===== config.mk =====
export PLATFORM = sky130hd
export DESIGN_NAME = edge_event_arbiter
export DESIGN_NICKNAME = d
export VERILOG_FILES = /design/src/rtl/edge_event_arbiter.sv
export SDC_FILE = /design/constraint.sdc
export NUM_CORES = 1
export LEC_CHECK = 0
export CORE_AREA = 4 4 145 175
export CTS_CLUSTER_SIZE = 30
export DETAILED_ROUTE_END_ITERATION = 16
export DIE_AREA = 0 0 149 179
export GPL_ROUTABILITY_DRIVEN = 0
export GPL_TIMING_DRIVEN = 1
export PLACE_DENSITY_LB_ADDON = 0.1
export SETUP_SLACK_MARGIN = 0.2
export SYNTH_ARGS = -nofsm -noshare
export SYNTH_HDL_FRONTEND = slang
export SYNTH_SLANG_ARGS = --single-unit

===== constraint.sdc =====
create_clock -name clk -period 18.86 [get_ports clk]
set_clock_uncertainty 0.1 [all_clocks]
set_input_delay 1.886 -clock clk [delete_from_list [all_inputs] [get_ports clk]]
set_output_delay 1.886 -clock clk [all_outputs]
set_load 0.02 [all_outputs]

===== src/rtl/edge_event_arbiter.sv =====
// -----------------------------------------------------------------------------
// edge_event_arbiter
//
// Latches one-cycle edge pulses from the edge-detector bank into per-channel
// pending flags. It hands them out one at a time on a valid/ready event port,
// choosing among pending channels with a round-robin arbiter.
//
// Ports
//   clk          clock
//   rstn         asynchronous active-low reset
//   pos_edge     [N]     one-cycle edge pulses, one bit per channel
//   mask         [N]     channel enable (0 = ignored, pending dropped)
//   evt_valid    out     event available on evt_idx
//   evt_idx      [IDXW]  channel number of the current event
//   evt_ready    in      consumer accepts the event when high with evt_valid
//   pending      [N]     registered pending flags
//   overrun      [N]     sticky overrun flags (edge on an already-pending ch)
//   overrun_clr  in      clears all overrun flags (a new overrun wins)
//   evt_count    [CNTW]  completed handshakes, wraps
// -----------------------------------------------------------------------------
module edge_event_arbiter #(
   parameter int N    = 20,
   parameter int IDXW = 5,
   parameter int CNTW = 16
) (
   input  logic            clk,
   input  logic            rstn,
   input  logic [N-1:0]    pos_edge,
   input  logic [N-1:0]    mask,
   output logic            evt_valid,
   output logic [IDXW-1:0] evt_idx,
   input  logic            evt_ready,
   output logic [N-1:0]    pending,
   output logic [N-1:0]    overrun,
   input  logic            overrun_clr,
   output logic [CNTW-1:0] evt_count
);

   logic [N-1:0]    req;
   logic [N-1:0]    edge_in;
   logic [N-1:0]    gnt_vec;
   logic [N-1:0]    ovr_set;
   logic            slot_free;
   logic            found;
   logic            grant;
   logic [IDXW-1:0] gnt_idx;
   logic [IDXW-1:0] rr_ptr;

   // Round-robin search: walk channels rr_ptr, rr_ptr+1, ... modulo N and
   // take the first one with an enabled pending flag.
   always_comb begin
      logic [IDXW:0] cand;
      req       = pending & mask;
      edge_in   = pos_edge & mask;
      slot_free = !evt_valid || evt_ready;
      found     = 1'b0;
      gnt_idx   = '0;
      cand      = '0;
      for (int k = 0; k < N; k++) begin
         cand = {1'b0, rr_ptr} + (IDXW+1)'(k);
         if (cand >= (IDXW+1)'(N))
            cand = cand - (IDXW+1)'(N);
         if (!found && req[cand[IDXW-1:0]]) begin
            found   = 1'b1;
            gnt_idx = cand[IDXW-1:0];
         end
      end
      grant   = slot_free && found;
      gnt_vec = grant ? ({{(N-1){1'b0}}, 1'b1} << gnt_idx) : '0;
      // A fresh edge on the channel being granted becomes its next event,
      // so only a not-granted pending channel can overrun.
      ovr_set = edge_in & pending & ~gnt_vec;
   end

   always_ff @(posedge clk or negedge rstn) begin
      if (!rstn) begin
         pending   <= '0;
         overrun   <= '0;
         evt_valid <= 1'b0;
         evt_idx   <= '0;
         evt_count <= '0;
         rr_ptr    <= '0;
      end else begin
         pending <= (pending & mask & ~gnt_vec) | edge_in;
         overrun <= (overrun & {N{~overrun_clr}}) | ovr_set;
         if (evt_valid && evt_ready)
            evt_count <= evt_count + CNTW'(1);
         if (slot_free) begin
            evt_valid <= grant;
            if (grant) begin
               evt_idx <= gnt_idx;
               rr_ptr  <= (gnt_idx == IDXW'(N-1)) ? '0 : gnt_idx + IDXW'(1);
            end
         end
      end
   end

endmodule

==> results of run 1 <==
==> sequential cells by signal, summed over array words and instances (netlist names) <==
name	cells
rr_ptr	5
pending	20
evt_count	16
overrun	20
evt_valid	1
evt_idx	5
==> per-layer routing <==
metal  global-route usage  vias to the layer above  routed length, µm
li1                     -                     4848                  -
met1               0.3626                     5051              15730
met2               0.4563                      549              17390
met3              0.04930                      141               2949
met4               0.1721                        0               2615
met5                    0                        -                  0
==> worst max-delay path, cell delays in order, from the launching register on <==
cell       delay [ns]
dfrtp_2          0.58
inv_2            0.52
ha_1             0.47
xor2_2           0.67
inv_1            0.16
ha_1             0.38
inv_1            0.16
mux4_2           0.33
a32o_1           0.21
a2111oi_0        0.47
a311oi_1         0.20
nor2_1           0.62
and4_1           0.39
nand3_2          0.20
a21oi_1          0.25
o221ai_1         0.15
nor2b_1          0.32
ha_1             0.34
inv_1            0.11
a2111oi_0        0.69
o21ai_0          0.16
==> metrics by stage <==
step           hold slack (ns)  utilization  std cells  setup WS (ns)
2_1_floorplan           0.4822            -       1219          12.77
3_3_place_gp            0.3745       0.4680       1601          11.42
3_5_place_dp            0.3698       0.4680       1601          11.37
4_1_cts                 0.3829       0.4818       1617          11.43
5_1_grt                 0.3908       0.4818       1617          10.78
6_report                0.3813       0.4818       1617          11.22
==> synth_stat cells (15+ instances only) <==
master / number
and3_1: 17
dfrtp_1: 67
nor2b_1: 15
inv_1: 51
buf_2: 22
nand3_1: 49
nand2b_1: 18
a31oi_1: 28
and2_1: 36
mux2_2: 16
o211ai_1: 16
mux2i_1: 38
nand4_1: 23
a21oi_1: 59
or3_1: 16
nor3_1: 33
ha_1: 51
o21ai_0: 69
mux4_2: 26
nand2_1: 122
a21o_1: 22
a211oi_1: 24
nor2_1: 63
xnor2_1: 36
==> worst min path at each step <==
stage,start,end,depth (start not counted),slack [ns]
2_1_floorplan,evt_count[15],evt_count[15],1,0.48
3_3_place_gp,evt_count[15],evt_count[15],1,0.37
3_5_place_dp,evt_count[15],evt_count[15],1,0.37
4_1_cts,evt_count[15],evt_count[15],1,0.38
5_1_grt,evt_count[15],evt_count[15],1,0.39
6_report,evt_count[15],evt_count[15],1,0.38
==> cell type report <==
cell class / count / share of cell area
clock buffer: 9 / 0.01969
clock inverter: 7 / 0.008862
inverter: 61 / 0.02002
multi-input combinational: 1039 / 0.6723
sequential: 67 / 0.1467
tap: 320 / 0.03501
timing repair buffer: 114 / 0.09737
==> cell families after synthesis <==
family	count (synthesis)	share of synthesized area
xor gates and xnor gates	51	0.05434
AOI/OAI and AO/OA	400	0.2925
and+or+nand+nor	455	0.2478
buffers and inverters	113	0.05181
muxes	81	0.1172
adders and majority gates	52	0.06663
DFF	67	0.1697
==> impl_metrics.py, run 1 <==
metrics = {
    "sta": {
        "drv_slew": 0,
        "layout_min_cycle_time_ns": 7.637,
        "tns_ns": 0,
        "worstMarginPinSlew_ns": 1.150,
        "setup_viol": 0,
        "finalCritPeriodShare": 0.4049,
        "rsz0062_at_grt": "false",
        "max_freq_ghz": 0.1309,
        "finalHoldViolations": 0,
        "slew_headroom": 0.2266,
    },
    "finish": {
        "area_delta_synth_final_pct": 15.78,
        "multi_input_area_um2": 7689,
        "n_antenna_cell": 0,
        "finalInstanceArea_um2": 11440,
        "finalNetCount": 1388,
        "mostFrequentLayoutCells": "122 x nand2_1, 104 x clkdlybuf4s50_1, 69 x o21ai_0",
        "layout_commonest_cell": "nand2_1",
        "drive_above_1_share": 0.09406,
        "seq_area_um2": 1678,
        "fill_cells": 2371,
    },
    "clock_tree": {
        "ctsRootBufferMaster": "clkbuf_16",
        "htreeDepth": 3,
        "clkSinkCount": 67,
        "holdBufCountCts": 0,
        "cts_resized": 0,
        "path_clk_slew_ns": 0.06,
        "cts_setup_buffers": 0,
        "cts.path.max_buffers": 2,
        "cts_buffers": 9,
        "clk_latency_ns": 0.34,
        "cts_tree": "yes",
    },
    "critical_path": {
        "cp.required_ns": 18.95,
        "ff2ff_setup_slack_ns": 11.22,
        "cp.arrival_ns": 7.72,
        "setup.worst_path.end_class": "flip-flop",
        "reg2reg_to": "pending[10]",
        "reg2reg_depth": 20,
        "worstSetupStartpointType": "flip-flop",
        "r2r-start": "rr_ptr[0]",
        "crit_start": "rr_ptr[0]",
        "cp-endpoint": "pending[10]",
        "worst-path-max-fanout": 24,
        "critical_path_class": "flip-flop to flip-flop",
    },
    "synth": {
        "synth_area_per_cell_um2": 8.103,
        "synth.distinct_cells": 104,
        "ys_ff_latch": 67,
        "ys.flop_type": "dfrtp_1",
        "synth_area_um2": 9877,
        "synth_area_leader_cell": "dfrtp_1",
        "synth_cells": 1219,
        "synth.top_cell.area_share": 0.1697,
        "synth.area.top_cells": "dfrtp_1 17%, ha_1 6.5%, mux4_2 5.9%",
        "ys.warnings.count": 0,
        "synth_edf_count": 0,
        "async_reset_ff_frac": 1.000,
        "mappedNetlistNets": 1315,
        "ys_seq_area_frac": 0.1697,
    },
    "worst_hold_path": {
        "min_path_type": "flip-flop to flip-flop",
    },
    "route": {
        "viasPerCell": 6.549,
        "num_vias": 10589,
        "drtPass1Iterations": 5,
        "ant_nets": 0,
        "drt-total-wl_mm": 38.68,
        "drcViolationCount": 0,
        "drt_iter0_drc": 1082,
        "wire_per_inst_um": 23.92,
    },
    "floorplan": {
        "num_rows": 62,
        "ios": 106,
        "dieArea_um2": 26670,
        "start_util": 0.4161,
        "core-area_um2": 23740,
        "dieWidth_um": 149,
        "die_h_um": 179,
    },
    "grt": {
        "grt_pass1_wl_mm": 59.57,
        "antenna_found_initial": 0,
        "grt_max_degree": 68,
        "grt-ovfl-total": 0,
        "grt_usage": 0.2863,
        "grt_pass1_vias": 10265,
    },
    "outcome": {
        "status": "finished clean",
    },
    "placement": {
        "io_buffers": 105,
        "dp_hpwl_mm": 29.88,
        "placed_area_um2": 11110,
    },
    "job": {
        "cap_violations": 0,
    },
}
Power of run 1 is left out: the tool's default activity adds up to more than one toggle a clock period on the data nets, which glitch-free logic cannot reach.
==> inputs of run 2 (changes only) <==
==> constraint.sdc (replaced) <==
create_clock -name clk -period 6.35 [get_ports clk]
set_clock_uncertainty 0.1 [all_clocks]
set_input_delay 0.635 -clock clk [delete_from_list [all_inputs] [get_ports clk]]
set_output_delay 0.635 -clock clk [all_outputs]
set_load 0.02 [all_outputs]
==> run 2 against run 1 <==
Net effect: count of clock-buffer cells in the layout stayed put; sequential share of layout area shrank 0.65 points; die area stayed put; critical endpoint is now pending[13]; design area is 4.8% higher; first-iteration DRC count shrank 7.3%; flip-flop and latch count stayed put; maximum frequency is 30% higher.
==> impl_metrics.py, run 2 (same netlist as run 1, synthesis figures left out) <==
metrics = {
    "outcome": {
        "status": "finished clean",
    },
    "job": {
        "cap_violations": 0,
    },
    "sta": {
        "layout_min_cycle_time_ns": 5.892,
        "drv_slew": 0,
        "rsz0062_at_grt": "false",
        "setup_viol": 0,
        "finalCritPeriodShare": 0.9279,
        "slew_headroom": 0.2964,
        "tns_ns": 0,
        "max_freq_ghz": 0.1697,
        "finalHoldViolations": 0,
        "worstMarginPinSlew_ns": 1.047,
    },
    "route": {
        "drtPass1Iterations": 5,
        "drcViolationCount": 0,
        "drt_iter0_drc": 1003,
        "viasPerCell": 6.488,
        "wire_per_inst_um": 23.95,
        "num_vias": 10816,
        "ant_nets": 0,
        "drt-total-wl_mm": 39.93,
    },
    "placement": {
        "io_buffers": 105,
        "dp_hpwl_mm": 31.37,
    },
    "floorplan": {
        "core-area_um2": 23740,
        "ios": 106,
        "start_util": 0.4161,
        "dieArea_um2": 26670,
        "dieWidth_um": 149,
        "num_rows": 62,
        "die_h_um": 179,
    },
    "finish": {
        "layout_commonest_cell": "nand2_1",
        "n_antenna_cell": 0,
        "area_delta_synth_final_pct": 21.34,
        "finalNetCount": 1438,
        "drive_above_1_share": 0.1537,
        "largest_registers": "overrun: 20 flops, pending: 20 flops, evt_count: 16 flops",
        "mostFrequentLayoutCells": "122 x nand2_1, 104 x clkdlybuf4s50_1, 69 x o21ai_0",
    },
    "worst_hold_path": {
        "min_path_type": "flip-flop to flip-flop",
        "hold_start": "evt_count[15]",
    },
    "grt": {
        "grt_max_degree": 68,
        "grt-ovfl-total": 0,
        "grt_pass1_wl_mm": 60.69,
        "grt_pass1_vias": 10244,
        "grt_usage": 0.2946,
        "antenna_found_initial": 0,
    },
    "clock_tree": {
        "holdBufCountCts": 0,
        "cts_buffers": 9,
        "cts.path.max_buffers": 2,
        "ctsRootBufferMaster": "clkbuf_16",
        "clkSinkCount": 67,
        "path_clk_slew_ns": 0.07,
        "clk_latency_ns": 0.35,
        "cts_tree": "yes",
        "htreeDepth": 3,
    },
    "critical_path": {
        "reg2reg_to": "pending[13]",
        "setup.worst_path.end_class": "flip-flop",
        "cp.arrival_ns": 6.00,
        "cp-endpoint": "pending[13]",
        "cp.required_ns": 6.46,
        "crit_start": "rr_ptr[0]",
        "worstSetupStartpointType": "flip-flop",
        "r2r-start": "rr_ptr[0]",
        "ff2ff_setup_slack_ns": 0.46,
        "reg2reg_depth": 21,
        "critical_path_class": "flip-flop to flip-flop",
        "worst-path-max-fanout": 17,
    },
}
==> run 2: critical path, stage by stage (launching register included) <==
cell      delay, ns
dfrtp_2        0.42
buf_4          0.21
ha_1           0.26
xor2_2         0.20
inv_2          0.19
ha_1           0.31
a21bo_2        0.27
a31oi_2        0.32
mux2i_1        0.35
a211oi_2       0.10
nand2b_1       0.22
and4b_1        0.36
nand3_2        0.19
nor3_2         0.39
o211ai_1       0.16
a211o_1        0.31
nor2b_2        0.19
inv_1          0.12
ha_1           0.29
inv_1          0.13
a211oi_1       0.47
o21ai_0        0.15
==> run 2: metrics by stage <==
| step | instances | setup WS, ns | hold slack [ns] | area (µm²) | util |
|---|---|---|---|---|---|
| 4_1_cts | 1664 | 0.2000 | 0.3859 | 11790 | 0.4968 |
| 3_3_place_gp | 1648 | 0.05444 | 0.3708 | 11470 | 0.4834 |
| 5_1_grt | 1667 | 0.1040 | 0.4010 | 11990 | 0.5049 |
| 6_report | 1667 | 0.4576 | 0.3775 | 11990 | 0.5049 |
| 3_5_place_dp | 1648 | 0.02092 | 0.3729 | 11470 | 0.4834 |
| 2_1_floorplan | 1219 | 0.2641 | 0.2394 | 9877 | - |
==> run 2: what timing repair did <==
action	4_1_cts	5_1_grt
pin swaps	0	2
setup buffers	0	3
resized for setup	8	37
setup endpoints to repair	16	35
==> run 2: layer usage <==
| metal | up-vias | GRT usage | share of wire |
|---|---|---|---|
| met5 | - | 0 | 0 |
| met3 | 145 | 0.05588 | 0.074 |
| met4 | 0 | 0.1801 | 0.073 |
| met1 | 5184 | 0.3665 | 0.40 |
| met2 | 541 | 0.4722 | 0.45 |
| li1 | 4946 | - | - |
==> run 2: how the worst min path moves through the flow <==
stage	to	cells past startpoint
5_1_grt	evt_count[15]	1
3_3_place_gp	evt_count[15]	1
6_report	evt_count[15]	1
4_1_cts	evt_count[15]	1
3_5_place_dp	evt_count[15]	1
2_1_floorplan	evt_count[0]	0
==> run 2: area by class of cell <==
type	count	area [µm²]
timing repair buffer	164	1501
sequential	67	1680
clock inverter	7	76.32
tap	320	400.4
multi-input combinational	1039	7873
clock buffer	9	225.2
fill	2339	11750
inverter	61	229.0
Power of run 2 is left out for the same reason.
==> inputs of run 3 (changes only) <==
--- a/config.mk
+++ b/config.mk
@@ -5,10 +5,10 @@
 export SDC_FILE = /design/constraint.sdc
 export NUM_CORES = 1
 export LEC_CHECK = 0
-export CORE_AREA = 4 4 145 175
+export CORE_AREA = 4 4 159 192
 export CTS_CLUSTER_SIZE = 30
 export DETAILED_ROUTE_END_ITERATION = 16
-export DIE_AREA = 0 0 149 179
+export DIE_AREA = 0 0 163 196
 export GPL_ROUTABILITY_DRIVEN = 0
 export GPL_TIMING_DRIVEN = 1
 export PLACE_DENSITY_LB_ADDON = 0.1
==> run 3 against run 2 <==
Net effect: first-iteration DRC count decreased by 5.6%; non-clock buffer count increased by 16; die area increased by 20%; routed wire length increased by 6.1%; largest cell class unchanged; count of clock-buffer cells in the layout increased by 2.
==> impl_metrics.py, run 3 (same netlist as run 1, synthesis figures left out) <==
metrics = {
    "route": {
        "wire_per_inst_um": 24.22,
        "ant_nets": 0,
        "viasPerCell": 6.161,
        "drt_iter0_drc": 947,
        "num_vias": 10770,
        "drt-total-wl_mm": 42.34,
        "drcViolationCount": 0,
        "drtPass1Iterations": 8,
    },
    "sta": {
        "slew_headroom": 0.3765,
        "max_freq_ghz": 0.1707,
        "setup_ws_ns": 0.4909,
        "worstMarginPinSlew_ns": 0.9352,
        "finalHoldViolations": 0,
        "tns_ns": 0,
        "drv_slew": 0,
        "finalCritPeriodShare": 0.9227,
        "holdWs_ns": 0.3032,
        "rsz0062_at_grt": "true",
        "layout_min_cycle_time_ns": 5.859,
        "setup_viol": 0,
    },
    "grt": {
        "grt_usage": 0.2600,
        "grt_max_degree": 68,
        "grt_pass1_vias": 10481,
        "grt-ovfl-total": 0,
        "grt_pass1_wl_mm": 64.06,
        "antenna_found_initial": 0,
    },
    "critical_path": {
        "path_cells": "buf_4 > ha_1 > xor2_2 > inv_2 > ha_1 > a21bo_2 > a31oi_2 > mux2_2 > a211o_1 > nand2b_1 > and4b_1 > nand3_1 > nor3_2 > a221oi_1 > a31oi_1 > o31ai_2 > buf_4 > a2111oi_1 > o31ai_1",
        "worst-path-max-fanout": 13,
        "setup.worst_path.end_class": "flip-flop",
        "cp-endpoint": "rr_ptr[3]",
        "worstSetupStartpointType": "flip-flop",
        "critical_path_class": "flip-flop to flip-flop",
        "r2r-start": "rr_ptr[1]",
        "cp.arrival_ns": 5.93,
        "critPathSlowestCell": "o31ai_1",
        "slowest_delay_ns": 0.58,
        "crit_start": "rr_ptr[1]",
        "ff2ff_setup_slack_ns": 0.49,
        "reg2reg_depth": 19,
        "reg2reg_to": "rr_ptr[3]",
        "cp.required_ns": 6.42,
    },
    "finish": {
        "layout_commonest_cell": "nand2_1",
        "mostFrequentLayoutCells": "122 x nand2_1, 104 x clkdlybuf4s50_1, 74 x buf_4",
        "n_antenna_cell": 0,
        "drive_above_1_share": 0.1555,
        "finalNetCount": 1454,
        "layout.cells.non_filler": 1748,
        "largest_registers": "overrun: 20 flops, pending: 20 flops, evt_count: 16 flops",
        "area_delta_synth_final_pct": 23.30,
    },
    "worst_hold_path": {
        "min_path_type": "input pin to asynchronous set/reset pin",
    },
    "clock_tree": {
        "htreeDepth": 3,
        "cts.path.max_buffers": 2,
        "cts_tree": "yes",
        "ctsRootBufferMaster": "clkbuf_16",
        "path_clk_slew_ns": 0.06,
        "clkSinkCount": 67,
        "clk_latency_ns": 0.35,
        "cts_buffers": 9,
        "holdBufCountCts": 0,
    },
    "placement": {
        "dp.cells": 1728,
        "io_buffers": 105,
        "dp_hpwl_mm": 34.14,
        "pre_cts_ws_ns": 0.02851,
    },
    "floorplan": {
        "num_rows": 68,
        "core-area_um2": 28590,
        "dieArea_um2": 31950,
        "die_h_um": 196,
        "ios": 106,
        "start_util": 0.3455,
        "dieWidth_um": 163,
    },
    "job": {
        "cap_violations": 0,
    },
    "outcome": {
        "status": "finished clean",
    },
}
[run 3: changes by cell type in the layout (fill, tap and decap cells not counted), moves of 2 or more]
cell / previous run / this run
xnor2_2: 7 / 5
buf_4: 58 / 74
a211oi_1: 20 / 22
a211oi_2: 4 / 2
nand3_1: 47 / 49
dfrtp_2: 3 / 1
clkbuf_8: 0 / 2
nand3_2: 3 / 1
dfrtp_1: 64 / 66
[run 3: metrics by stage]
step                        util  area (µm²)
final                     0.4260       12180
after global routing      0.4260       12180
after CTS                 0.4192       11990
after detailed placement  0.4083       11670
after global placement    0.4083       11670
after floorplan                -        9877
[run 3: worst min path at each step]
stage | endpoint | slack [ns]
after CTS | evt_count[10] | 0.35
after global placement | overrun[12] | 0.38
final | evt_count[11] | 0.30
after detailed placement | evt_count[15] | 0.37
after global routing | evt_count[11] | 0.39
after floorplan | evt_count[0] | 0.24
[run 3: area by class of cell]
type / instances / area (µm²)
Fill cell: 3007 / 16410
Multi-Input combinational cell: 1039 / 7840
Sequential cell: 67 / 1678
Timing Repair Buffer: 180 / 1637
Tap cell: 385 / 481.7
Clock buffer: 11 / 252.7
Inverter: 61 / 229.0
Clock inverter: 5 / 60.06
[run 3: critical path, delay by kind of cell (launching register included)]
family / cells / cell delay, ns
mux: 1 / 0.38
simple gates: 4 / 0.72
buf+inv: 3 / 0.63
flops: 1 / 0.41
xor+xnor: 1 / 0.22
compound gates: 8 / 2.54
fa+ha+maj: 2 / 0.64
[run 3: metal layers]
metal  vias to the layer above  track usage  share of wire  routed length [µm]
met5                         -            0              0                   0
met4                         0       0.1532          0.067                2850
met3                       116      0.03593          0.058                2464
met2                       470       0.4240           0.46               19690
met1                      5212       0.3266           0.41               17340
li1                       4972            -              -                   -
[run 3: timing repair]
action / in CTS / in global routing
gates resized for setup: 2 / 32
gates cloned: 0 / 0
pin swaps: 0 / 6
setup endpoints to repair: 4 / 43
setup buffers: 0 / 4
Power of run 3 is left out for the same reason.
